**config.mk**
```make
export PLATFORM = sky130hd
export DESIGN_NAME = dot_product_accumulator_flat
export DESIGN_NICKNAME = d
export VERILOG_FILES = /design/src/rtl/dot_product_accumulator_if.sv /design/src/rtl/dot_product_accumulator.sv /design/src/flat_wrapper.sv
export SDC_FILE = /design/constraint.sdc
export NUM_CORES = 1
export LEC_CHECK = 0
export CAP_MARGIN = 25
export CORE_MARGIN = 2
export CORE_UTILIZATION = 35
export DETAILED_ROUTE_END_ITERATION = 6
export MAX_ROUTING_LAYER = met4
export PLACE_DENSITY = 0.58
export SYNTH_ARGS = -nofsm -noshare
export SYNTH_HDL_FRONTEND = slang
export SYNTH_SLANG_ARGS = --single-unit
export TNS_END_PERCENT = 10
```
**constraint.sdc**
```tcl
create_clock -name clk_i -period 3.35 [get_ports clk_i]
set_input_delay 0.67 -clock clk_i [delete_from_list [all_inputs] [get_ports clk_i]]
set_output_delay 0.67 -clock clk_i [all_outputs]
set_load 0.02 [all_outputs]
```
**src/rtl/dot_product_accumulator_if.sv**
```systemverilog
`default_nettype none
// ============================================================================
// Module   : dot_product_accumulator_if
// Brief    : Product-in / result-out handshake bundle for the accumulate stage.
// Revision : 1.0 - initial release
// ============================================================================
interface dot_product_accumulator_if #(
    parameter int WIDTH     = 9,
    parameter int GUARD     = 8,
    parameter int CNT_WIDTH = 16
);
    logic [2*WIDTH-1:0]       p_in;
    logic                     p_valid;
    logic                     p_last;
    logic                     p_ready;
    logic [2*WIDTH+GUARD-1:0] acc_out;
    logic [CNT_WIDTH-1:0]     cnt_out;
    logic                     ovf_out;
    logic                     out_valid;
    logic                     out_ready;

    modport master (
        output p_in, p_valid, p_last, out_ready,
        input  p_ready, acc_out, cnt_out, ovf_out, out_valid
    );

    modport slave (
        input  p_in, p_valid, p_last, out_ready,
        output p_ready, acc_out, cnt_out, ovf_out, out_valid
    );
endinterface
`default_nettype wire

```
**src/rtl/dot_product_accumulator.sv**
```systemverilog
`default_nettype none
// ============================================================================
// Module   : dot_product_accumulator
// Brief    : Accumulates a stream of unsigned products into dot-product results.
// Revision : 1.0 - initial release
// ============================================================================
module dot_product_accumulator #(
    parameter int WIDTH     = 9,
    parameter int GUARD     = 8,
    parameter int CNT_WIDTH = 16
) (
    input  wire logic                clk_i,
    input  wire logic                rst_n_i,
    dot_product_accumulator_if.slave bus
);
    localparam int P_WIDTH   = 2 * WIDTH;
    localparam int ACC_WIDTH = P_WIDTH + GUARD;

    typedef enum logic [0:0] {
        IDLE  = 1'b0,
        ACCUM = 1'b1
    } state_t;

    state_t                 state_q, state_d;
    logic [ACC_WIDTH-1:0]   acc_q, acc_d;
    logic [CNT_WIDTH-1:0]   cnt_q, cnt_d;
    logic                   ovf_q, ovf_d;
    logic [ACC_WIDTH-1:0]   acc_out_q, acc_out_d;
    logic [CNT_WIDTH-1:0]   cnt_out_q, cnt_out_d;
    logic                   ovf_out_q, ovf_out_d;
    logic                   out_valid_q, out_valid_d;

    logic                   p_ready;
    logic                   in_beat;
    logic [ACC_WIDTH:0]     sum_ext;
    logic [ACC_WIDTH-1:0]   next_acc;
    logic [CNT_WIDTH-1:0]   next_cnt;
    logic                   next_ovf;

    // Input stalls only while a finished result is waiting to be taken.
    assign p_ready  = !out_valid_q || bus.out_ready;
    assign in_beat  = bus.p_valid && p_ready;
    assign sum_ext  = {1'b0, acc_q} + {{(GUARD + 1){1'b0}}, bus.p_in};

    always_comb begin
        next_acc = acc_q;
        next_cnt = cnt_q;
        next_ovf = ovf_q;
        if (state_q == IDLE) begin
            next_acc = {{GUARD{1'b0}}, bus.p_in};
            next_cnt = {{(CNT_WIDTH-1){1'b0}}, 1'b1};
            next_ovf = 1'b0;
        end else begin
            next_acc = sum_ext[ACC_WIDTH-1:0];
            next_ovf = ovf_q | sum_ext[ACC_WIDTH];
            next_cnt = (cnt_q == {CNT_WIDTH{1'b1}}) ? cnt_q : cnt_q + 1'b1;
        end
    end

    always_comb begin
        state_d     = state_q;
        acc_d       = acc_q;
        cnt_d       = cnt_q;
        ovf_d       = ovf_q;
        acc_out_d   = acc_out_q;
        cnt_out_d   = cnt_out_q;
        ovf_out_d   = ovf_out_q;
        out_valid_d = out_valid_q;

        if (out_valid_q && bus.out_ready) begin
            out_valid_d = 1'b0;
        end

        if (in_beat) begin
            acc_d = next_acc;
            cnt_d = next_cnt;
            ovf_d = next_ovf;
            if (bus.p_last) begin
                acc_out_d   = next_acc;
                cnt_out_d   = next_cnt;
                ovf_out_d   = next_ovf;
                out_valid_d = 1'b1;
                state_d     = IDLE;
            end else begin
                state_d     = ACCUM;
            end
        end
    end

    always_ff @(posedge clk_i or negedge rst_n_i) begin
        if (!rst_n_i) begin
            state_q     <= IDLE;
            acc_q       <= '0;
            cnt_q       <= '0;
            ovf_q       <= 1'b0;
            acc_out_q   <= '0;
            cnt_out_q   <= '0;
            ovf_out_q   <= 1'b0;
            out_valid_q <= 1'b0;
        end else begin
            state_q     <= state_d;
            acc_q       <= acc_d;
            cnt_q       <= cnt_d;
            ovf_q       <= ovf_d;
            acc_out_q   <= acc_out_d;
            cnt_out_q   <= cnt_out_d;
            ovf_out_q   <= ovf_out_d;
            out_valid_q <= out_valid_d;
        end
    end

    assign bus.p_ready   = p_ready;
    assign bus.acc_out   = acc_out_q;
    assign bus.cnt_out   = cnt_out_q;
    assign bus.ovf_out   = ovf_out_q;
    assign bus.out_valid = out_valid_q;
endmodule
`default_nettype wire

```
**src/flat_wrapper.sv**
```systemverilog
// flat-port wrapper written by rule: the top's interface ports become plain ports
module dot_product_accumulator_flat 
#(
    parameter int WIDTH     = 9,
    parameter int GUARD     = 8,
    parameter int CNT_WIDTH = 16
)
  (clk_i, rst_n_i, bus_p_in, bus_p_valid, bus_p_last, bus_out_ready, bus_p_ready, bus_acc_out, bus_cnt_out, bus_ovf_out, bus_out_valid);
  dot_product_accumulator_if #(.WIDTH(WIDTH), .GUARD(GUARD), .CNT_WIDTH(CNT_WIDTH)) bus_i ();
  input  wire logic clk_i;
  input  wire logic rst_n_i;
  input wire logic [$bits(bus_i.p_in)-1:0] bus_p_in;
  input wire logic [$bits(bus_i.p_valid)-1:0] bus_p_valid;
  input wire logic [$bits(bus_i.p_last)-1:0] bus_p_last;
  input wire logic [$bits(bus_i.out_ready)-1:0] bus_out_ready;
  output wire logic [$bits(bus_i.p_ready)-1:0] bus_p_ready;
  output wire logic [$bits(bus_i.acc_out)-1:0] bus_acc_out;
  output wire logic [$bits(bus_i.cnt_out)-1:0] bus_cnt_out;
  output wire logic [$bits(bus_i.ovf_out)-1:0] bus_ovf_out;
  output wire logic [$bits(bus_i.out_valid)-1:0] bus_out_valid;
  assign bus_i.p_in = bus_p_in;
  assign bus_i.p_valid = bus_p_valid;
  assign bus_i.p_last = bus_p_last;
  assign bus_i.out_ready = bus_out_ready;
  assign bus_p_ready = bus_i.p_ready;
  assign bus_acc_out = bus_i.acc_out;
  assign bus_cnt_out = bus_i.cnt_out;
  assign bus_ovf_out = bus_i.ovf_out;
  assign bus_out_valid = bus_i.out_valid;
  dot_product_accumulator #(.WIDTH(WIDTH), .GUARD(GUARD), .CNT_WIDTH(CNT_WIDTH)) u_core (.clk_i(clk_i), .rst_n_i(rst_n_i), .bus(bus_i));
endmodule
```
==> flow_summary.toml, run 1 <==
[sta]
finalCritPeriodShare_pct = 89.1
rsz0062_at_grt = "no"
max_freq_mhz = 335
fin_tns_setup_ps = 0
period_needed_ps = 2980
setup_violations = 0
worst_hold_slack_ps = 317
finalClockSkew_ps = 9.14
hold_viol = 0
slew_viol_final = 0
max_slew_margin_pct = 52.6
fin_ws_ps = 365
worstMarginPinSlew_ps = 693

[setup_path]
critPathLaunchType = "input pin"
path_max_fanout = 3
critPathBufInv = 1
worstPathRequired_ps = 3560
crit_chain = "clkdlybuf4s50_1 -> ha_1 -> fa_1 -> a21oi_1 -> nand4b_4 -> a211o_1 -> a21boi_0 -> or3_1 -> a31oi_1 -> o21ai_0"
max_stage_delay_ps = 430
rrSetupSlack_ps = 750
rr_endpoint = "u_core.acc_q[16]$_DFFE_PN0P_"
r2r_start = "u_core.acc_q[0]$_DFFE_PN0P_"
cp_num_cells = 10
worstRegToRegCells = 9
arrival_ps = 3190
crit_type = "in2reg"
slowest_stage = "clkdlybuf4s50_1"
cpLargestDelayFamily = "compound AO/OA/AOI/OAI gates"
end_kind = "register"

[cts]
clock_path_buffers = 2
clock_latency_ps = 360
path_clk_slew_ps = 60
cts_tree = "built"
cts.repair.resized = 0
cts_root_buffer = "clkbuf_16"
cts_setup_buffers = 0
h-tree-depth = 3
cts_buffers = 9
ctsHoldBuffers = 0
cts_sinks = 88

[finish]
final-instance-count-excl-fill = 822
syn2layout_area_growth_pct = 22.1
nets = 676
finalInstanceArea_um2 = 6330
fillCellCount = 1398
layout-drive-gt1-share_pct = 7.52
num_antenna_cells = 0
multiInputGateArea_um2 = 2810
regArea_um2 = 2200
final_util_pct = 43.7

[synth]
synth_ff_type = "dfrtp_1"
synth_cell_type_count = 66
synth_common_cells = "nand2_1 (101), dfrtp_1 (88), o21ai_0 (65)"
async_flop_share_pct = 100
yosysSeqAreaShare_pct = 42.5
syn_area_per_cell_um2 = 9.08
synth.most_common_cell = "nand2_1"
synth_fp_nets = 614
synth_cells = 571
synth_warnings = 0
synth.top_cell.area_share_pct = 42.5
ys_ff_latch = 88
netlist_area_um2 = 5180
synth_enable_flop_cells = 0
synth.area.top_cells = "dfrtp_1 (42%), nand2_1 (7.3%), o21ai_0 (6.3%), ha_1 (4.6%), a21oi_1 (3.8%)"
yosys.area.top_type = "dfrtp_1"

[global_routing]
grt_max_degree = 53
grt_pass1_wl_um = 22500
first_global_vias = 4417
grt_antenna_before_repair = 0
overflow = 0
track_usage_pct = 18.0

[die]
start_util_pct = 35.8
fp-row-count = 44
core-area_um2 = 14500
dieArea_um2 = 15800
fp.dieH_um = 126
io_pins = 68
die_w_um = 126

[detailed_routing]
vias_per_cell = 5.31
drt_first_pass_iters = 4
drt-total-wl_um = 13100
drc_errors = 0
routed_wire_length_per_instance_um = 16.0
vias = 4368
drtIter0Drc = 256
final_antenna_net_count = 0

[power]
total_leakage_power_nw = 2.73
power_density_nw_per_um2 = 743
peakVddDrop_v = 0.000416
p_total_mw = 4.71

[place]
dp_cells = 806
place_area_um2 = 6030
place_ws_ps = 94.9
numPortBuffers = 67
dpl.hpwl_um = 9200
gp_congestion = 0.893

[run_status]
status = "finished, final reports clean"

[worst_hold_path]
hold_class = "in2async"

[run]
cap_violations = 0
per-layer routing:
metal  GRT usage, %  up-vias  share of wire, %
li1               -     2193                 -
met1           24.2     2058                48
met2           27.6       95                46
met3           2.76       22               3.9
met4           6.80        0               2.0
met5              -        -                 0
placed cells by master, fill, tap and decap left out, types with 8 or more instances in the layout:
cell	synthesis	final
and3_1	10	10
buf_4	0	12
clkdlybuf4s50_1	0	66
nor3_1	8	8
nand3_1	11	11
nor2_1	32	32
o31ai_1	10	10
inv_1	8	8
o21ai_0	65	65
a31oi_1	9	9
dfrtp_1	88	88
clkbuf_16	0	9
mux2i_1	13	13
ha_1	19	19
nand2_1	101	100
xor2_1	11	11
nand4_1	10	10
a21oi_1	39	39
xnor2_1	18	18
cells by family (layout without fill, tap and decap cells):
logic type               Yosys count  count (layout)  synth area share (%)
AND/OR/NAND/NOR                  207             207                  19.4
AO/OA/AOI/OAI                    178             178                  22.2
flip-flops                        88              88                  42.5
buffers and inverters             35             102                  3.33
XOR/XNOR                          29              29                  4.90
adder cells (fa/ha/maj)           20              20                  4.97
multiplexers                      14              14                  2.73
power breakdown:
group          switching (mW)  internal [mW]  total, mW
clock                   0.455          0.601       1.06
combinational            1.20          0.887       2.09
sequential              0.215           1.35       1.56
cell type report:
| class | instances | area share [%] |
|---|---|---|
| Tap cell | 184 | 3.64 |
| Multi-Input combinational cell | 448 | 44.4 |
| Sequential cell | 88 | 34.8 |
| Inverter | 8 | 0.474 |
| Clock buffer | 10 | 3.77 |
| Timing Repair Buffer | 78 | 11.9 |
| Clock inverter | 6 | 1.07 |
worst register-to-register path: cells and delay by family (launching register included):
| family | cells | cell delay [ps] |
|---|---|---|
| AO/OA/AOI/OAI | 5 | 880 |
| adder cells (fa/ha/maj) | 2 | 650 |
| flip-flops | 1 | 390 |
| AND/OR/NAND/NOR | 2 | 530 |
sequential cells by signal, indices dropped and copies added, names as in the netlist:
| name | flops |
|---|---|
| u_core.ovf_q | 1 |
| u_core.cnt_q | 16 |
| u_core.acc_q | 26 |
| u_core.bus.acc_out | 26 |
| u_core.bus.ovf_out | 1 |
| u_core.bus.out_valid | 1 |
| u_core.state_q | 1 |
| u_core.bus.cnt_out | 16 |
worst max-delay path by stage:
stage,start,to
after floorplan,bus_p_in[0],u_core.acc_q[14]$_DFFE_PN0P_
after global placement,bus_p_in[0],u_core.acc_q[14]$_DFFE_PN0P_
after detailed placement,bus_p_in[0],u_core.acc_q[16]$_DFFE_PN0P_
after CTS,bus_p_in[0],u_core.bus.acc_out[14]$_DFFE_PN0P_
after global routing,bus_p_in[0],u_core.acc_q[16]$_DFFE_PN0P_
final,bus_p_in[0],u_core.acc_q[16]$_DFFE_PN0P_
No activity file was read; power rests on OpenSTA's default activity.
==> run 2: changes to the inputs <==
==> constraint.sdc (replaced) <==
create_clock -name clk_i -period 3.3 [get_ports clk_i]
set_input_delay 0.66 -clock clk_i [delete_from_list [all_inputs] [get_ports clk_i]]
set_output_delay 0.66 -clock clk_i [all_outputs]
set_load 0.02 [all_outputs]
==> run 2 against run 1 <==
Effect of this change:
- sequential power is essentially flat
- clock skew shrank 1.5 ps
- combinational power grew 3%
- cell area grew 1.0%
- worst setup slack gained 7.3 ps
- sequential share of layout area shrank 0.36 points
- core utilization grew 0.46 points
- critical path type unchanged
- non-clock buffer count grew 2
- clock power grew 5%
- first-iteration DRC count shrank 32%
==> flow_summary.toml, run 2 (synthesis gave the netlist of run 1 again) <==
[cts]
clock_path_buffers = 2
path_clk_slew_ps = 70
ctsHoldBuffers = 0
cts_buffers = 9
cts_tree = "built"
cts.repair.resized = 0
clock_latency_ps = 350
cts_root_buffer = "clkbuf_16"
h-tree-depth = 3
cts_sinks = 88
cts_setup_buffers = 0

[power]
power_frac_clock_pct = 22.9
pwr-share-seq_pct = 32.8
total_leakage_power_nw = 2.77
switching_share_pct = 38.9
p_int_mw = 2.96
power_density_nw_per_um2 = 757
p_sw_mw = 1.89
comb_power_share_pct = 44.3
p_total_mw = 4.84
peakVddDrop_v = 0.000393

[detailed_routing]
drc_errors = 0
drtIter0Drc = 174
routed_wire_length_per_instance_um = 15.6
maxUsedRoutingLayer = "met4"
vias = 4389
m1WireLength_um = 6050
wl_met3_um = 467
final_antenna_net_count = 0
dr_wl_met2_um = 6100
drt-total-wl_um = 12900
drt_first_pass_iters = 4
vias_per_cell = 5.33

[place]
place_area_um2 = 6080
numPortBuffers = 67
dpl.hpwl_um = 9310
place_ws_ps = 62.9
gp_congestion = 0.862

[sta]
worst_hold_slack_ps = 288
worstMarginPinSlew_ps = 947
rsz0062_at_grt = "no"
max_freq_mhz = 342
hold_viol = 0
fin_tns_setup_ps = 0
finalClockSkew_ps = 7.66
finalCritPeriodShare_pct = 88.7
slew_viol_final = 0
fin_ws_ps = 373
setup_violations = 0
max_slew_margin_pct = 36.7
period_needed_ps = 2930

[run_status]
status = "finished, final reports clean"

[setup_path]
max_stage_delay_ps = 420
path_max_fanout = 3
slowest_stage = "clkdlybuf4s50_1"
crit_path_frequent_cell = "a21oi_1"
r2r_start = "u_core.acc_q[0]$_DFFE_PN0P_"
crit_type = "in2reg"
arrival_ps = 3150
crit_chain = "clkdlybuf4s50_1 -> ha_1 -> fa_1 -> a21oi_1 -> nand4b_4 -> a21oi_1 -> o21a_1 -> or3_1 -> a31oi_1 -> o21ai_0"
worstPathRequired_ps = 3530
rr_endpoint = "u_core.bus.acc_out[14]$_DFFE_PN0P_"
critPathLaunchType = "input pin"
worstRegToRegCells = 9
rrSetupSlack_ps = 730
end_kind = "register"

[finish]
layout-drive-gt1-share_pct = 7.66
num_antenna_cells = 0
layout_commonest_cell = "nand2_1"
syn2layout_area_growth_pct = 23.4
layout_common_cells = "nand2_1 (100), dfrtp_1 (88), clkdlybuf4s50_1 (66), o21ai_0 (65), a21oi_1 (39)"
nets = 678
finalInstanceArea_um2 = 6400

[global_routing]
overflow = 0
grt_max_degree = 51
grt_antenna_before_repair = 0
grt_pass1_wl_um = 21300
first_global_vias = 4321
track_usage_pct = 17.2

[die]
fp-row-count = 44
dieArea_um2 = 15800
die_w_um = 126
core-area_um2 = 14500
io_pins = 68
start_util_pct = 35.8
fp.dieH_um = 126

[run]
cap_violations = 0

[worst_hold_path]
hold_class = "in2async"
-- run 2: changes by cell type in the layout (fill, tap and decap cells not counted), sizes merged --
cell	delta
buf	+2
clkinvlp	-2
bufinv	+1
clkinv	+1
-- run 2: layout make-up --
type | count | area, um^2
Timing Repair Buffer | 80 | 803
Fill cell | 1428 | 8080
Clock inverter | 6 | 91.3
Clock buffer | 10 | 229
Multi-Input combinational cell | 448 | 2810
Inverter | 8 | 30.0
Sequential cell | 88 | 2200
Tap cell | 184 | 230
-- run 2: worst max-delay path by stage --
stage / from / to / slack, ps / depth (start not counted)
2_1_floorplan: bus_p_in[0] / u_core.acc_q[14]$_DFFE_PN0P_ / 730 / 9
3_3_place_gp: bus_p_in[0] / u_core.acc_q[14]$_DFFE_PN0P_ / 70 / 10
3_5_place_dp: bus_p_in[0] / u_core.bus.acc_out[14]$_DFFE_PN0P_ / 60 / 10
4_1_cts: bus_p_in[0] / u_core.bus.acc_out[14]$_DFFE_PN0P_ / 380 / 10
5_1_grt: bus_p_in[0] / u_core.bus.acc_out[14]$_DFFE_PN0P_ / 250 / 10
6_report: bus_p_in[0] / u_core.bus.acc_out[14]$_DFFE_PN0P_ / 370 / 10
-- run 2: critical path: cells and delay by family --
kind	cells	cell delay [ps]
buffers and inverters	1	420
adders and majority gates	2	680
AOI/OAI and AO/OA	5	880
and+or+nand+nor	2	500
-- run 2: routing by layer --
| metal | GRT usage, % | vias up |
|---|---|---|
| li1 | - | 2189 |
| met2 | 27.2 | 85 |
| met5 | - | - |
| met1 | 21.5 | 2099 |
| met4 | 7.06 | 0 |
| met3 | 3.48 | 16 |
-- run 2: power groups by stage --
| stage | Combinational (mW) | Sequential, mW | Clock (mW) |
|---|---|---|---|
| floorplan | 1.29 | 1.73 | 0 |
| global placement | 2.12 | 1.59 | 0 |
| detailed placement | 2.14 | 1.60 | 0 |
| CTS | 2.16 | 1.59 | 1.14 |
| global route | 2.36 | 1.63 | 1.18 |
| finish | 2.15 | 1.59 | 1.11 |
-- run 2: metrics by stage --
| stage | std cells | util [%] |
|---|---|---|
| finish | 824 | 44.2 |
| global route | 824 | 44.2 |
| CTS | 824 | 44.2 |
| detailed placement | 808 | 42.0 |
| global placement | 808 | 42.0 |
| floorplan | 571 | - |
